--- src/rtl/toycpu_ctrl.sv ---
// toycpu_ctrl -- multi-cycle control unit for the toycpu core.
//
// Fetches 16-bit instructions over a req/ack instruction-memory port,
// decodes them and sequences the register file and the ADD/MV ALU.
// Owns the program counter and resolves the flag-conditional jumps.
//
// Instruction format: ir[15:12] opcode, ir[11:8] rd, ir[7:4] rs,
// ir[3:0] rt, imm8 = ir[7:0], jump target = ir[PC_W-1:0].
//
// Ports:
//   clk          system clock, rising edge
//   rst          asynchronous active-low reset
//   imem_req     instruction fetch request (held until imem_ack)
//   imem_addr    fetch address (= PC)
//   imem_ack     fetch complete, imem_rdata valid this cycle
//   imem_rdata   instruction word
//   rf_raddr1    ALU in1 source register (rs)
//   rf_raddr2    ALU in2 source register (rt, or rs for MV)
//   rf_waddr     destination register (rd)
//   rf_we        register write enable (data = ALU out)
//   alu_op       ALU opcode (ADD_OP / MV_OP)
//   alu_src_imm  ALU in2 taken from imm_val instead of rf rdata2
//   imm_val      zero-extended ir[7:0]
//   c_flag       ALU registered carry flag
//   z_flag       ALU registered zero flag
//   halted       core stopped on HLT
//   illegal      sticky: undefined opcode executed
module toycpu_ctrl #(
  parameter int          PC_W   = 8,
  parameter int          RF_AW  = 4,
  parameter logic [3:0]  ADD_OP = 4'h1,
  parameter logic [3:0]  MV_OP  = 4'h2
) (
  input  logic             clk,
  input  logic             rst,
  output logic             imem_req,
  output logic [PC_W-1:0]  imem_addr,
  input  logic             imem_ack,
  input  logic [15:0]      imem_rdata,
  output logic [RF_AW-1:0] rf_raddr1,
  output logic [RF_AW-1:0] rf_raddr2,
  output logic [RF_AW-1:0] rf_waddr,
  output logic             rf_we,
  output logic [3:0]       alu_op,
  output logic             alu_src_imm,
  output logic [15:0]      imm_val,
  input  logic             c_flag,
  input  logic             z_flag,
  output logic             halted,
  output logic             illegal
);

  typedef enum logic [1:0] {
    S_FETCH  = 2'd0,
    S_DECODE = 2'd1,
    S_EXEC   = 2'd2,
    S_HALT   = 2'd3
  } state_e;

  typedef enum logic [3:0] {
    OP_NOP = 4'h0,
    OP_ADD = 4'h1,
    OP_MV  = 4'h2,
    OP_LDI = 4'h3,
    OP_JZ  = 4'h4,
    OP_JC  = 4'h5,
    OP_JMP = 4'h6,
    OP_HLT = 4'hF
  } opcode_e;

  state_e          state_q, state_d;
  logic [PC_W-1:0] pc_q, pc_d;
  logic [15:0]     ir_q, ir_d;
  logic            illegal_q, illegal_d;

  logic [3:0]      opcode;
  logic [PC_W-1:0] jump_target;

  assign opcode      = ir_q[15:12];
  assign jump_target = ir_q[PC_W-1:0];

  always_ff @(posedge clk or negedge rst) begin
    if (!rst) begin
      state_q   <= S_FETCH;
      pc_q      <= '0;
      ir_q      <= '0;
      illegal_q <= 1'b0;
    end else begin
      state_q   <= state_d;
      pc_q      <= pc_d;
      ir_q      <= ir_d;
      illegal_q <= illegal_d;
    end
  end

  // Next-state, PC and instruction-register update.
  always_comb begin
    state_d   = state_q;
    pc_d      = pc_q;
    ir_d      = ir_q;
    illegal_d = illegal_q;

    unique case (state_q)
      S_FETCH: begin
        if (imem_ack) begin
          ir_d    = imem_rdata;
          pc_d    = pc_q + PC_W'(1);
          state_d = S_DECODE;
        end
      end

      S_DECODE: begin
        state_d = S_EXEC;
      end

      S_EXEC: begin
        state_d = S_FETCH;
        case (opcode)
          OP_NOP, OP_ADD, OP_MV, OP_LDI: ;
          OP_JMP: pc_d = jump_target;
          OP_JZ:  if (z_flag) pc_d = jump_target;
          OP_JC:  if (c_flag) pc_d = jump_target;
          OP_HLT: state_d = S_HALT;
          default: illegal_d = 1'b1;
        endcase
      end

      S_HALT: begin
        state_d = S_HALT;
      end

      default: begin
        state_d = S_FETCH;
      end
    endcase
  end

  // Outputs. Operand fields are presented from DECODE through EXEC so the
  // register file read data is settled before the EXEC write edge.
  always_comb begin
    imem_req    = 1'b0;
    imem_addr   = pc_q;
    rf_raddr1   = '0;
    rf_raddr2   = '0;
    rf_waddr    = '0;
    rf_we       = 1'b0;
    alu_op      = MV_OP;
    alu_src_imm = 1'b0;
    imm_val     = '0;
    halted      = 1'b0;
    illegal     = illegal_q;

    // The request is qualified with rst so it drops the moment reset is
    // asserted rather than waiting for the state register to settle.
    if (state_q == S_FETCH) begin
      imem_req = rst;
    end

    if ((state_q == S_DECODE) || (state_q == S_EXEC)) begin
      rf_waddr    = RF_AW'(ir_q[11:8]);
      rf_raddr1   = RF_AW'(ir_q[7:4]);
      // MV copies rs through the ALU's in2 path.
      rf_raddr2   = (opcode == OP_MV) ? RF_AW'(ir_q[7:4]) : RF_AW'(ir_q[3:0]);
      alu_src_imm = (opcode == OP_LDI);
      imm_val     = {8'h00, ir_q[7:0]};
    end

    if (state_q == S_EXEC) begin
      case (opcode)
        OP_ADD: begin
          alu_op = ADD_OP;
          rf_we  = 1'b1;
        end
        OP_MV, OP_LDI: begin
          rf_we = 1'b1;
        end
        default: ;
      endcase
    end

    if (state_q == S_HALT) begin
      halted = 1'b1;
    end
  end

endmodule

--- config.mk ---
export PLATFORM = sky130hd
export DESIGN_NAME = toycpu_ctrl
export DESIGN_NICKNAME = d
export VERILOG_FILES = /design/src/rtl/toycpu_ctrl.sv
export SDC_FILE = /design/constraint.sdc
export NUM_CORES = 1
export LEC_CHECK = 0
export CORE_MARGIN = 3
export CORE_UTILIZATION = 48
export DETAILED_ROUTE_END_ITERATION = 10
export PLACE_DENSITY = 0.91
export SLEW_MARGIN = 20
export SYNTH_ARGS = -nofsm -noshare
export SYNTH_HDL_FRONTEND = slang
export SYNTH_SLANG_ARGS = --single-unit
export TNS_END_PERCENT = 5
--- constraint.sdc ---
create_clock -name clk -period 3.24 [get_ports clk]
set_clock_uncertainty 0.1 [all_clocks]
set_input_delay 0.972 -clock clk [delete_from_list [all_inputs] [get_ports clk]]
set_output_delay 0.972 -clock clk [all_outputs]
set_load 0.02 [all_outputs]
-- After elaboration in Yosys (flattened, before gate mapping)
Cells that the tools add are included.
Widths: inputs -> output; s select.
- register bits: 27
- output and inout port bits: 45
- eq/ne operators: 14
- multiplexer cells: 20
- reductions and logical operators: 9
- bitwise logic cells: 1
- add/sub/neg operators: 1
- operators by type and width (cell ; count):
    $mux 8 ; 4
    $pmux 8 s3 ; 1
    $mux 4 ; 4
    $pmux 8 s2 ; 1
    $eq 4x3->1 const B ; 3
    $add 8x1->8 const B ; 1
    $eq 4x2->1 const B ; 2
    $mux 2 ; 4
    $pmux 2 s4 ; 1
    $reduce_or 8->1 ; 1
    $ne 3x3->1 const B ; 2
    $mux 1 ; 5
    $reduce_and 5->1 ; 1
    $eq 2x2->1 const B ; 2
    $eq 4x1->1 const B ; 1
    $eq 4x4->1 const B ; 1
    $logic_not 4->1 ; 1
    $ne 4x1->1 const B ; 1
    $reduce_and 2->1 ; 2
    $reduce_or 3->1 ; 1
    $eq 2x1->1 const B ; 1
    $logic_not 2->1 ; 1
    $ne 2x2->1 const B ; 1
    $reduce_bool 2->1 ; 1
    other kinds (2) ; 2

-- Depth between registers and ports, before layout
- depth after elaboration: 4
- depth in mapped cells: 7
- depth with buffers taken out: 6

-- Worst setup path before layout
Ideal clock, no wire load.
- kind: register -> output
- start: register state_q[0]
- end: output alu_op[0]
- cell stages (with the launch flop): 6
- setup slack: 0.681 ns
- data arrival time: 1.487 ns
- path through: dfrtp_1 inv_1 ha_1 buf_2 buf_1 and3_1
- longest elaborated chain between the ends: 2
- ends and longest elaborated chain (element ; line ; text):
    start, declared ; 71 ; state_e state_q, state_d;
    start signal, assigned ; 89 ; state_q <= state_d;
    $eq 2x2->1 ; 168 ; if (state_q == S_EXEC) begin
    $mux 2 ; 168 ;
    end, declared ; 44 ; output logic [3:0] alu_op,
No other way between the ends.

-- Final worst setup path
- start: register ir_q[12]
- end: output rf_raddr2[1]
- longest elaborated chain between the ends: 3
- ends and longest elaborated chain (element ; line ; text):
    start, declared ; 73 ; logic [15:0] ir_q, ir_d;
    start signal, assigned ; 91 ; ir_q <= ir_d;
    $eq 4x2->1 ; 163 ; rf_raddr2 = (opcode == OP_MV) ? RF_AW'(ir_q[7:4]) : RF_AW'(ir_q[3:0]);
    $mux 4 ; 163 ;
    $mux 4 ; 159 ; if ((state_q == S_DECODE) || (state_q == S_EXEC)) begin
    end, declared ; 41 ; output logic [RF_AW-1:0] rf_raddr2,
No other way between the ends.

==> flow_metrics.py <==
metrics = {
    "detailed_routing": {
        "via_count": 1442,
        "drc_errors": 0,
        "post_drt_wl_per_cell_um": 15.19,
        "antenna_left": 0,
        "route.final.wire_length_um": 4056,
        "drt_first_pass_iters": 4,
        "drt-initial-drc-count": 112,
        "avgViaCountPerCell": 5.401,
    },
    "cts": {
        "cts.sinks": 27,
        "cts-root-buf": "clkbuf_8",
        "max-clock-path-buffers": 2,
        "cts-hold-fix-buffers": 0,
        "cts_htree_levels": 1,
        "clkSlewWorstSetupHoldPaths_ps": 90,
        "clock_insertion_delay_worst_skew_ps": 270,
        "cts_inserted_buffers": 3,
        "cts_tree": "built",
    },
    "global_routing": {
        "maximum_number_of_pins_on_one_net_before_global_route_repair": 28,
        "number_of_global_route_vias_before_repair": 1392,
        "globalRoute.totalOverflow": 0,
        "globalRouteTotalUtil_pct": 19.22,
        "antenna_violations_before_repair": 0,
        "grt_pass1_wl_um": 6534,
    },
    "synth": {
        "synth_top_cell_area_share_pct": 38.19,
        "post_synth_inst_count": 168,
        "ys.warnings.count": 0,
        "top_post_synthesis_cells_by_area": "dfrtp_1 38%, mux2_2 11%, buf_4 6.4%",
        "synth_most_common_cell": "dfrtp_1",
        "register_area_share_after_synthesis_pct": 38.19,
        "async_reset_ff_share_pct": 100.0,
        "yosysTopAreaCell": "dfrtp_1",
        "number_of_enable_type_register_cells_in_the_synthesized_netlist": 0,
        "synth_seq_cells": 27,
        "number_of_distinct_standard_cells_referenced_by_the_synthesized_netlist": 45,
        "syn_area_per_cell_um2": 10.53,
        "mappedNetlistArea_um2": 1769,
        "synth-main-ff-cell": "dfrtp_1",
        "synthTopCellsByCount": "27 x dfrtp_1, 17 x mux2_2, 15 x buf_4",
    },
    "placed_design": {
        "preCtsSetupSlack_ps": 3.501,
        "detailedPlacementHpwl_um": 3038,
        "post_dp_cell_area_um2": 2296,
        "placer_congestion": 0.9280,
        "input_output_buffers": 55,
    },
    "timing": {
        "final_critical_path_setup_slack_ps": 124.3,
        "max_transition_viols_final": 0,
        "timing.final.crit_period_ps": 3116,
        "timing.hold.ws_ps": 383.5,
        "finalSetupViolations": 0,
        "max_freq_mhz": 321.0,
        "fin_crit_sh_pct": 96.17,
        "rsz0062_at_grt": "no",
        "final-hold-violation-count": 0,
        "setup-tns-final_ps": 0,
    },
    "power_and_ir_drop": {
        "swShare_pct": 44.35,
        "pwr-share-seq_pct": 26.5,
        "power.ir.vdd_worst_mv": 0.7765,
        "power.share.combinational_pct": 66.5,
        "internal_power_uw": 1507,
        "p_clk_share_pct": 7.1,
        "power.switching_uw": 1201,
        "static-leakage-power_uw": 0.001021,
        "p_per_area_nw_per_um2": 1139,
    },
    "critical_path": {
        "timing.critical_path.to_type": "primary output",
        "cp_data_required_time_ps": 2170,
        "worst_ep_arrival_time_ps": 2040,
        "path_class": "reg -> out",
        "nature_of_the_critical_path_startpoint": "register",
        "critical_path.max_fanout": 8,
    },
    "floorplan": {
        "floorplan.die_area_um2": 4450,
        "initial_utilization_pct": 51.40,
        "die_w_um": 66.71,
        "io-pin-count": 66,
        "chipHeight_um": 66.71,
        "number_of_placement_rows": 21,
        "floorplan.core_area_um2": 3442,
    },
    "layout": {
        "diodes": 0,
        "postLayoutCoreUtil_pct": 69.07,
        "layout_cell_share_with_drive_strength_beyond_1_pct": 16.29,
        "nNetsFinal": 249,
        "syn_to_final_growth_pct": 34.37,
        "postLayoutCellArea_um2": 2377,
        "fillerInstances": 279,
    },
    "outcome": {
        "result_of_the_run": "completed",
    },
    "flow_run": {
        "maxCapViolations": 0,
    },
    "worst_hold_path": {
        "worst_hold_path_type": "reg -> reg",
    },
}
## power by group through the flow
stage | clock (µW) | combinational, µW | sequential, µW
2_1_floorplan | 0 | 1130 | 702
3_3_place_gp | 0 | 1730 | 700
3_5_place_dp | 0 | 1760 | 716
4_1_cts | 196 | 1790 | 710
5_1_grt | 212 | 1940 | 738
6_report | 192 | 1800 | 717
## worst paths after layout
path                                   startpoint                        to  slack (ps)  cells past startpoint
min in group asynchronous                     rst    state_q[0]$_DFFE_PN0P_         990                      2
max                          ir_q[12]$_DFFE_PN0P_              rf_raddr2[1]         120                      5
max reg2reg                state_q[0]$_DFFE_PN0P_  imem_addr[0]$_DFFE_PN0P_        1040                      7
max in group asynchronous                     rst      ir_q[12]$_DFFE_PN0P_        1770                      2
min                           illegal$_DFFE_PN0P_       illegal$_DFFE_PN0P_         380                      1
min reg2reg                   illegal$_DFFE_PN0P_       illegal$_DFFE_PN0P_         380                      1
## placed cells by master, fill, tap and decap left out, types with 2 or more instances in the layout
cell type and n:
clkdlybuf4s50_1 52, and3_1 4, nor2b_1 7, a31oi_1 5, or3_1 2, and2_1 14, clkbuf_8 3, nand2_1 7
nor3_1 5, conb_1 10, nand2b_1 2, o21ai_0 4, ha_1 5, o211ai_1 2, mux2_4 2, nand3_1 2
a311oi_1 2, dfrtp_1 26, mux2i_1 6, a21oi_1 3, dlymetal6s2s_1 3, nor2_1 5, buf_4 6, a31o_2 2
inv_1 3, o211a_1 2, mux2_2 17
## cell families after synthesis
logic type,after synthesis,share of synthesized area [%]
simple gates,55,20.23
other cells,1,0.2120
xor+xnor,1,0.4951
fa+ha+maj,6,4.243
flops,27,38.19
mux,25,15.91
compound gates,29,11.88
buf+inv,24,8.840
## metrics by stage
| stage | instances | total power (µW) |
|---|---|---|
| final | 267 | 2708 |
| after global routing | 267 | 2890 |
| after CTS | 267 | 2696 |
| after detailed placement | 261 | 2478 |
| after global placement | 261 | 2428 |
| after floorplan | 177 | 1828 |
## state kept, by name, summed over array words and instances, names as in the netlist
register	count
illegal	1
ir_q	16
state_q	2
imem_addr	8
## metal layers
| layer | GRT usage (%) | part of all wire, % |
|---|---|---|
| met1 | 24.73 | 43 |
| met2 | 32.05 | 48 |
| met3 | 4.722 | 7.2 |
| met4 | 5.076 | 1.6 |
| met5 | 0 | 0 |
## area by class of cell
type	instances	area, µm²	area share [%]
tap	46	57.56	2.421
inverter	3	11.26	0.4737
clock buffer	4	45.04	1.895
sequential	27	676.9	28.47
timing repair buffer	61	603.1	25.37
multi-input combinational	126	983.4	41.37
## worst max-delay path, cell delays in order, from the launching register on
cell and delay (ps):
dfrtp_2 490, nor4b_4 300, buf_4 170, mux2i_1 60
nor2b_1 120, clkdlybuf4s50_1 620
## what timing repair did
item	CTS	global route
gates resized for setup	1	5
pin swaps	1	0
cloned	0	0
setup endpoints to repair	14	16
setup buffers	2	0
Power figures use the tool's default switching activity.
